$ cat src/rtl/bmult_accum.sv
// Sums multiplier products over caller-delimited groups into a saturating accumulator; results queue in a small FIFO.
// Latency: closing beat at cycle t gives r_valid at t+1 when the FIFO is empty; one beat is accepted every cycle.
// Backpressure: r_valid/r_ready drains the FIFO. The product side cannot stall, so a result pushed into a full FIFO is dropped and err_drop is set.
module bmult_accum #(
    parameter int PW    = 36,
    parameter int AW    = 48,
    parameter int DEPTH = 4
) (
    input  logic          clk,
    input  logic          rst,
    input  logic          p_valid,
    input  logic [PW-1:0] p_data,
    input  logic          p_last,
    output logic          r_valid,
    input  logic          r_ready,
    output logic [AW-1:0] r_data,
    output logic          r_sat,
    output logic [15:0]   r_beats,
    output logic          fifo_full,
    output logic          err_drop
);

    localparam int PTRW = (DEPTH > 1) ? $clog2(DEPTH) : 1;
    localparam logic [PTRW:0] FULL_CNT = (PTRW+1)'(DEPTH);

    typedef enum logic {IDLE, ACC} state_t;

    state_t          state, state_nxt;
    logic [AW-1:0]   acc, acc_nxt;
    logic            sat, sat_nxt;
    logic [15:0]     beats, beats_nxt;
    logic [AW:0]     sum_ext;
    logic            close;

    logic [AW-1:0]   mem_data  [DEPTH];
    logic            mem_sat   [DEPTH];
    logic [15:0]     mem_beats [DEPTH];
    logic [PTRW-1:0] wr_ptr, rd_ptr;
    logic [PTRW:0]   count, count_nxt;
    logic            pop, push_ok, drop;

    // Accumulator next state: first beat of a group loads, later beats add with saturation.
    always_comb begin
        state_nxt = state;
        acc_nxt   = acc;
        sat_nxt   = sat;
        beats_nxt = beats;
        close     = 1'b0;
        sum_ext   = {1'b0, acc} + (AW+1)'(p_data);
        if (p_valid) begin
            close     = p_last;
            state_nxt = p_last ? IDLE : ACC;
            if (state == IDLE) begin
                acc_nxt   = AW'(p_data);
                sat_nxt   = 1'b0;
                beats_nxt = 16'd1;
            end else begin
                if (sum_ext[AW]) begin
                    acc_nxt = '1;
                    sat_nxt = 1'b1;
                end else begin
                    acc_nxt = sum_ext[AW-1:0];
                end
                if (beats != 16'hFFFF) begin
                    beats_nxt = beats + 16'd1;
                end
            end
        end
    end

    // Accumulator and group state registers.
    always_ff @(posedge clk) begin
        if (rst) begin
            state <= IDLE;
            acc   <= '0;
            sat   <= 1'b0;
            beats <= '0;
        end else begin
            state <= state_nxt;
            acc   <= acc_nxt;
            sat   <= sat_nxt;
            beats <= beats_nxt;
        end
    end

    // A full FIFO still takes a push when the head leaves in the same cycle.
    always_comb begin
        pop       = r_valid & r_ready;
        push_ok   = close & ((count != FULL_CNT) | pop);
        drop      = close & ~push_ok;
        count_nxt = count;
        if (push_ok & ~pop) begin
            count_nxt = count + 1'b1;
        end else if (pop & ~push_ok) begin
            count_nxt = count - 1'b1;
        end
    end

    // FIFO pointers, occupancy, registered status flags and sticky drop flag.
    always_ff @(posedge clk) begin
        if (rst) begin
            wr_ptr    <= '0;
            rd_ptr    <= '0;
            count     <= '0;
            r_valid   <= 1'b0;
            fifo_full <= 1'b0;
            err_drop  <= 1'b0;
        end else begin
            if (push_ok) begin
                wr_ptr <= wr_ptr + 1'b1;
            end
            if (pop) begin
                rd_ptr <= rd_ptr + 1'b1;
            end
            count     <= count_nxt;
            r_valid   <= (count_nxt != '0);
            fifo_full <= (count_nxt == FULL_CNT);
            if (drop) begin
                err_drop <= 1'b1;
            end
        end
    end

    // Result storage; contents are only meaningful between the pointers, so no reset is needed.
    always_ff @(posedge clk) begin
        if (!rst && push_ok) begin
            mem_data[wr_ptr]  <= acc_nxt;
            mem_sat[wr_ptr]   <= sat_nxt;
            mem_beats[wr_ptr] <= beats_nxt;
        end
    end

    // Head entry driven straight from storage registers, forced to zero when empty.
    always_comb begin
        r_data  = '0;
        r_sat   = 1'b0;
        r_beats = '0;
        if (r_valid) begin
            r_data  = mem_data[rd_ptr];
            r_sat   = mem_sat[rd_ptr];
            r_beats = mem_beats[rd_ptr];
        end
    end

endmodule

$ cat config.mk
export PLATFORM = sky130hd
export DESIGN_NAME = bmult_accum
export DESIGN_NICKNAME = d
export VERILOG_FILES = /design/src/rtl/bmult_accum.sv
export SDC_FILE = /design/constraint.sdc
export NUM_CORES = 1
export LEC_CHECK = 0
export ABC_AREA = 1
export CAP_MARGIN = 20
export CORE_MARGIN = 5
export CORE_UTILIZATION = 30
export DETAILED_ROUTE_END_ITERATION = 8
export GPL_TIMING_DRIVEN = 0
export MAX_ROUTING_LAYER = met4
export SLEW_MARGIN = 20
export SYNTH_ARGS = -nofsm -noshare
export SYNTH_HDL_FRONTEND = slang
export SYNTH_SLANG_ARGS = --single-unit
$ cat constraint.sdc
create_clock -name clk -period 4.3 [get_ports clk]
set_input_delay 0.43 -clock clk [delete_from_list [all_inputs] [get_ports clk]]
set_output_delay 0.43 -clock clk [all_outputs]
set_load 0.005 [all_outputs]
Word-level counts from Yosys, hierarchy flattened --
Memories as Yosys holds them, arrays and structs flattened. A register that Yosys moved wholly into a read port is not among the register bits. Cells that the tools add are included.
Word-level totals: output and inout bits 68, word-level logic and storage cells 57, register bits 76, memory bits (writable) 260, bits of input ports 41, memories 3
Memories:
- mem_data | depth 4, bits a word 48, read ports 1, clocked after memory_dff 1, write ports 1, RTL line 35 | logic [AW-1:0] mem_data [DEPTH];
- mem_beats | depth 4, bits a word 16, read ports 1, clocked after memory_dff 1, write ports 1, RTL line 37 | logic [15:0] mem_beats [DEPTH];
- mem_sat | depth 4, bits a word 1, read ports 1, clocked after memory_dff 1, write ports 1, RTL line 36 | logic mem_sat [DEPTH];
Operators by class: mux-type cells 24, eq/ne operators 3, add/sub/neg operators 6, bitwise logic cells 8, reduce and logical (&&, ||, !) cells 3
Operator list (count):
- $mux W48 | 4
- $mux W16 | 4
- $add A48 B36 Y49 | 1
- $add A16 B1 Y16 const B | 1
- $ne A16 B16 Y1 const B | 1
- $mux W2 | 6
- $mux W1 | 8
- $mux W3 | 2
- $and A1 B1 Y1 | 5
- $add A2 B1 Y2 const B | 2
- $add A3 B1 Y3 const B | 1
- $eq A3 B3 Y1 const B | 1
- $ne A3 B3 Y1 const B | 1
- $reduce_bool A3 Y1 | 1
- $sub A3 B1 Y3 const B | 1
- $not A1 Y1 | 2
- $logic_and A1 B1 Y1 | 1
- $logic_not A1 Y1 | 1
- $or A1 B1 Y1 | 1

Longest topological paths before layout --
Gate-level depths: netlist (run 1).
depth after elaboration 8, gate-level depth with buffers 16, gate-level depth less buffers 16

Least setup slack after synthesis (run 1) --
Ideal clock, no wire load.
path type reg2reg, start point register count[0], end point memory mem_beats[0][0] (enable), arrival 3.867 ns, cell stages (with the launch flop) 6, period minus slack after synthesis 4.356 ns, data required time 3.811 ns, setup slack -0.056 ns, path buffers 0, library setup time 0.489 ns, cells stage by stage dfxtp_1 > inv_1 > ha_1 > a31oi_1 > nand2_1 > nor2_1
Between the ends: longest elaborated chain between the ends 6
Ends and longest elaborated chain:
- start, declared | RTL line 39 | logic [PTRW:0] count, count_nxt;
- start signal, assigned | RTL line 115 | count <= count_nxt;
- $ne A3 B3 Y1 | RTL line 89 | push_ok = close & ((count != FULL_CNT) | pop);
- $or A1 B1 Y1 | RTL line 89
- $and A1 B1 Y1 | RTL line 89
- $logic_and A1 B1 Y1 | RTL line 126 | if (!rst && push_ok) begin
- $mux W1 | RTL line 126
- $mux W1 (not written as such) | RTL line 129 | mem_beats[wr_ptr] <= beats_nxt;
- end, declared | RTL line 37
No other way between the ends.

==> metrics, run 1 <==
DR vias 15.0k; 1st-iter DRT viols 1,102; maximum clock path buffer count 3; Register-to-Register Setup Slack 1.18 ns; Critical R2R Capture mem_data[3][39]$_DFFE_PP_; depth of the CTS H-tree 2; number of max-cap violations 0; clk root buf clkbuf_16; Syn Inst Count 2,198; Async S/R FF share, synth 0%; top_reg_cell synth edfxtp_1; Mapped Area 0.0179 mm²; share of layout cells above drive strength 1 6.84%; Core Area 0.0591 mm²; final worst-path setup slack 0.390 ns; Placer Congestion 0.946; worst slack, placed 0.504 ns; crit end category output pin; # fillers 5,933; CP peak stage delay 0.60 ns; # rows 89; Buf/Inv on CP 5; Die Footprint 0.0648 mm²; setup TNS 0 ns; crit path max fanout 10; worst hold path type reg -> reg; vias in the first global route 14.6k; multi-input logic area 0.00725 mm²; RSZ-0062 raised after global routing no; initial antenna violation count 0; fin crit period 3.91 ns; R2R Path Start acc[0]$_SDFF_PP0_; Syn Area/Cell 8.16 µm²; clock skew 0.0327 ns; Static Leak 0.00880 µW; TritonCTS clock tree yes; Post-DP HPWL 43.5 mm; final-stage net count 2,441; Least-Margin Pin Slew 0.932 ns; Die X-Extent 255 µm; TritonCTS Sinks 338; PD cells 411 mW/mm²; # setup viols final 0; Worst path most repeated cell clkbuf_1; status completed; number of port buffers 107; Die Y 255 µm; WP data arrival 3.48 ns; number of routed nets with antenna violations 0; IO Pins 109; period utilization 90.9%; initial core utilization 30.3%; DRC viols 0; Global Route Usage Sum 17.5%; Syn Nets 2,284; critical path launch point type flop; Reg clk slew, reported paths 0.06 ns; Synth Warn # 0; worst-path cell chain clkbuf_1, inv_1, clkbuf_1, clkbuf_1, o21ai_0, a21oi_1, clkdlybuf4s50_1; grt ovf 0; Pre-Repair DR Iteration Count 6; TritonCTS Buffers 35; cell count along the critical path 7; Area growth syn-to-layout 19.9%; worst path required time 3.87 ns; Slew HR 37.9%; Via density 4.76; max-slew violations 0; DRT Wirelength 56.2 mm; Peak Freq 256 MHz; largest net degree at the start of global routing 23; R2R depth 15; post-synthesis sequential area ratio 52.2%; EDFF count, synth 260; global-route wire length before repair 85.2 mm; slowest stage cell, crit path clkdlybuf4s50_1; crit path kind reg -> out; # diodes 0; CP delay by family, top buffers and inverters; final hold violation count 0; worst ir drop on vdd 248 µV; Unique masters post-synth 44; Wirelength per Cell 17.8 µm; Register Area 0.00937 mm²; worst-skew pair later-pin latency 0.55 ns; CP endpoint r_data[17]; #FFs+latches synth 338
final cells by class:
cell class	instances	share of cell area [%]
multi-input cells	1509	33.7
clock buffers	47	4.51
plain buffers	78	1.53
flip-flops and latches	338	43.5
inverters	273	4.77
well taps	773	4.49
clock inverters	17	0.924
repair buffers	120	6.54
worst min-delay path, cell delays in order, from the launching register on:
cell,delay [ns]
dfxtp_1,0.31
inv_1,0.05
a21oi_1,0.06
kinds of logic after synthesis:
group	after synthesis	share of synthesized area [%]
AND/OR/NAND/NOR	1101	25.6
buffers and inverters	351	7.56
adder cells (fa/ha/maj)	45	3.18
flip-flops	338	52.2
AO/OA/AOI/OAI	340	10.4
XOR/XNOR	23	1.12
cells in the final DEF, fill, tap and decap left out, drive strengths merged:
| master | instances |
|---|---|
| clkinv | 15 |
| nand3 | 92 |
| a22oi | 1 |
| a31oi | 2 |
| clkdlybuf4s50 | 107 |
| a211oi | 1 |
| nor2 | 395 |
| a21oi | 149 |
| dfxtp | 78 |
| nor3 | 23 |
| nor4 | 5 |
| xor2 | 10 |
| o21a | 1 |
| nand4 | 22 |
| fa | 1 |
| bufinv | 3 |
| a22o | 9 |
| nand3b | 2 |
| nor3b | 1 |
| inv | 272 |
| nand2 | 559 |
| a32oi | 1 |
| edfxtp | 260 |
| buf | 26 |
| o211ai | 4 |
| xnor2 | 13 |
| o21bai | 3 |
| a21o | 6 |
| o31ai | 2 |
| or2 | 2 |
| o21ai | 161 |
| clkbuf | 112 |
| ha | 44 |
synth_stat cells, drive strengths merged (2+ instances only):
| library cell | instances | area [µm²] |
|---|---|---|
| inv | 270 | 1020 |
| ha | 44 | 551 |
| o31ai | 2 | 15.0 |
| clkinv | 3 | 11.3 |
| a22o | 9 | 78.8 |
| a21o | 6 | 45.0 |
| o21ai | 161 | 806 |
| xor2 | 10 | 87.6 |
| edfxtp | 260 | 7810 |
| o211ai | 4 | 30.0 |
| a31oi | 2 | 12.5 |
| nand2 | 559 | 2160 |
| nor3 | 23 | 115 |
| a21oi | 149 | 821 |
| clkbuf | 65 | 244 |
| nand3 | 92 | 583 |
| nand3b | 2 | 15.0 |
| or2 | 2 | 12.5 |
| xnor2 | 13 | 114 |
| nand4 | 22 | 138 |
| dfxtp | 78 | 1560 |
| buf | 13 | 85.1 |
| nor4 | 5 | 31.3 |
| nor2 | 395 | 1530 |
| o21bai | 3 | 22.5 |
registers in the layout (all words and copies together) (netlist names), 2 cells and up, named ones only:
| signal | cells |
|---|---|
| beats | 16 |
| count | 3 |
| wr_ptr | 2 |
| rd_ptr | 2 |
| mem_data | 192 |
| mem_beats | 64 |
| mem_sat | 4 |
| acc | 48 |
metrics by stage:
step	util, %	std cells	total power [µW]	hold slack, ns	area (µm²)
final	36.4	3155	8840	0.468	21500
after global routing	36.4	3155	9280	0.503	21500
after CTS	36.4	3155	8930	0.468	21500
after detailed placement	34.4	3091	5850	0.459	20300
after global placement	33.8	3078	5820	0.453	20000
after floorplan	-	2198	4800	0.444	17900
metal layers:
layer / vias up / global-route usage (%) / share of wire (%)
met4: 0 / 5.11 / 2.6
li1: 7492 / - / -
met1: 7041 / 22.2 / 44
met5: - / - / 0
met3: 91 / 2.81 / 5.6
met2: 395 / 29.2 / 48
how the worst min path moves through the flow:
| stage | start | slack, ns | cells after the start | end |
|---|---|---|---|---|
| 2_1_floorplan | rd_ptr[0]$_SDFFE_PP0P_ | 0.44 | 1 | flop |
| 3_3_place_gp | err_drop$_SDFFE_PP0P_ | 0.45 | 2 | err_drop$_SDFFE_PP0P_ |
| 3_5_place_dp | err_drop$_SDFFE_PP0P_ | 0.46 | 2 | err_drop$_SDFFE_PP0P_ |
| 4_1_cts | err_drop$_SDFFE_PP0P_ | 0.47 | 2 | err_drop$_SDFFE_PP0P_ |
| 5_1_grt | err_drop$_SDFFE_PP0P_ | 0.50 | 2 | err_drop$_SDFFE_PP0P_ |
| 6_report | err_drop$_SDFFE_PP0P_ | 0.47 | 2 | err_drop$_SDFFE_PP0P_ |
report_power, final:
group | switching, µW | internal (µW) | total [µW]
Sequential | 45.0 | 3620 | 3670
Clock | 1290 | 1790 | 3080
Combinational | 1300 | 790 | 2090
repair_timing:
action / 4_1_cts / 5_1_grt
setup buffers: 0 / 0
hold buffers: 0 / 0
resized for setup: 0 / 2
setup endpoints to repair: 0 / 1
hold endpoints to repair: 0 / 0
Power figures use the tool's default switching activity.
==> run 2, diff against run 1 <==
CAP_MARGIN = not set   (was 20)
==> run 2 against run 1 <==
Compared with the run above: global-route usage barely moved; non-clock buffer count unchanged; first-iteration DRC count rose by 13%; worst setup slack got worse by 0.14 ns; highest routed layer unchanged; sequential share of layout area is 0.15 points higher; hold slack better by 0.0014 ns.
==> metrics, run 2 (same netlist as run 1, synthesis figures left out) <==
status completed; WP data arrival 3.62 ns (+0.14 ns); RSZ-0062 raised after global routing no; most common cell after layout, fill and taps aside nand2_1; largest net degree at the start of global routing 23 (unchanged); worst hold path type reg -> reg; share of layout cells above drive strength 1 6.80% (-0.042 points); number of max-cap violations 0 (unchanged); Reg clk slew, reported paths 0.06 ns (about the same); Static Leak 0.00876 µW (-0.50%); Die X-Extent 255 µm (unchanged); hold_ws 0.470 ns (+0.00137 ns); grt ovf 0 (unchanged); Placer Congestion 0.946 (unchanged); Global Route Usage Sum 17.5% (about the same); Area growth syn-to-layout 19.5%; Pre-Repair DR Iteration Count 5 (-1); Register-to-Register Setup Slack 1.13 ns (-0.05 ns); worst-path cell chain clkbuf_1, clkbuf_1, clkbuf_1, nor2_1, nor2_1, o21ai_1, a21oi_1, clkdlybuf4s50_1; commonest cells after routing, fill and taps aside nand2_1, nor2_1, inv_1; global-route wire length before repair 85.3 mm (+0.14%); PD cells 404 mW/mm² (-1.8%); Via density 4.75 (-0.26%); Post-DP HPWL 43.5 mm (about the same); max-slew violations 0 (unchanged); DRT Wirelength 56.2 mm (about the same); crit end category output pin; slowest stage cell, crit path clkbuf_1; worst path required time 3.87 ns (about the same); IO Pins 109 (unchanged); TritonCTS Buffers 35 (unchanged); Die Y 255 µm (unchanged); CP peak stage delay 0.67 ns (+0.07 ns); initial core utilization 30.3% (unchanged); Biggest register mem_data; Least-Margin Pin Slew 0.927 ns (-0.00416 ns); depth of the CTS H-tree 2 (unchanged); hold-fix buffers at CTS 0 (unchanged); number of routed nets with antenna violations 0 (unchanged); Peak Freq 247 MHz (-3.4%); worst ir drop on vdd 223 µV (-9.8%); Resized cells post-CTS 0 (unchanged); DR vias 15.0k (-0.23%); crit path kind reg -> out; crit path max fanout 10 (unchanged); fin crit period 4.05 ns (+0.137 ns); Die Footprint 0.0648 mm² (unchanged); # setup viols final 0 (unchanged); setup repair bufs after CTS 0 (unchanged); Core Area 0.0591 mm² (unchanged); final hold violation count 0 (unchanged); critical path launch point type flop; 1st-iter DRT viols 1,245 (+13%); period utilization 94.1% (+3.2 points); clk root buf clkbuf_16; final-stage net count 2,441 (unchanged); clock skew 0.0262 ns (-0.00650 ns); worst-skew pair later-pin latency 0.54 ns (about the same); Worst path most repeated cell clkbuf_1; final worst-path setup slack 0.253 ns (-0.137 ns); Slew HR 38.2% (+0.28 points); top flop regs mem_data: 192 flops, mem_beats: 64 flops, acc: 48 flops; Wirelength per Cell 17.8 µm (about the same); non-filler instance count after layout 3,156 (+0.032%); worst slack, placed 0.510 ns (+0.00554 ns); DRC viols 0 (unchanged); number of port buffers 107 (unchanged); TritonCTS clock tree yes; vias in the first global route 14.6k (-0.33%); max reg flops 192 (unchanged); # rows 89 (unchanged); maximum clock path buffer count 3 (unchanged); initial antenna violation count 1 (+1); TritonCTS Sinks 338 (unchanged); placed insts 3,091 (unchanged)
## run 2: cell count changes in the layout (fill, tap and decap cells not counted), sizes merged
cell / previous run / this run
clkinv: 15 / 17
clkinvlp: 0 / 2
diode: 0 / 1
inv: 272 / 273
clkbuf: 112 / 110
bufinv: 3 / 0
## run 2: final cells by class
| class | instances | area (µm²) |
|---|---|---|
| Inverter | 273 | 1030 |
| Multi-Input combinational cell | 1509 | 7250 |
| Buffer | 78 | 329 |
| Tap cell | 773 | 967 |
| Sequential cell | 338 | 9370 |
| Antenna cell | 1 | 2.50 |
| Clock buffer | 45 | 953 |
| Clock inverter | 19 | 141 |
| Timing Repair Buffer | 120 | 1410 |
| Fill cell | 5951 | 37700 |
## run 2: per-stage QoR
step	setup TNS (ns)	utilization (%)	power [µW]	area, µm²
finish	0	36.3	8650	21400
global placement	-739.96	33.8	5820	20000
CTS	0	36.3	8750	21400
floorplan	-14.57	-	4800	17900
detailed placement	0	34.4	5850	20300
global route	0	36.3	9080	21400
## run 2: where the power goes
group,leakage [µW],internal [µW],switching [µW]
registers,0.00292,3620,45.3
clock network,0.000537,1600,1300
logic,0.00530,790,1300
## run 2: worst paths after layout
| kind | cells past startpoint | to | startpoint |
|---|---|---|---|
| worst max-delay path | 8 | r_data[19] | flop |
| worst min register to register | 2 | err_drop$_SDFFE_PP0P_ | err_drop$_SDFFE_PP0P_ |
| worst max register to register | 15 | mem_data[2][39]$_DFFE_PP_ | acc[0]$_SDFF_PP0_ |
| worst min-delay path | 2 | err_drop$_SDFFE_PP0P_ | err_drop$_SDFFE_PP0P_ |
## run 2: per-layer routing
layer  GRT usage [%]  share of wire (%)  vias to the layer above
li1                -                  -                     7492
met1            22.2                 44                     7027
met2            29.4                 48                      375
met4            5.04                2.7                        0
met3            2.42                5.3                       90
met5               -                  0                        -
## run 2: worst max-delay path: cells and delay by family (launching register included)
| family | cells | cell delay (ns) |
|---|---|---|
| AO/OA/AOI/OAI | 2 | 0.47 |
| buffers and inverters | 4 | 2.10 |
| flip-flops | 1 | 0.31 |
| AND/OR/NAND/NOR | 2 | 0.21 |
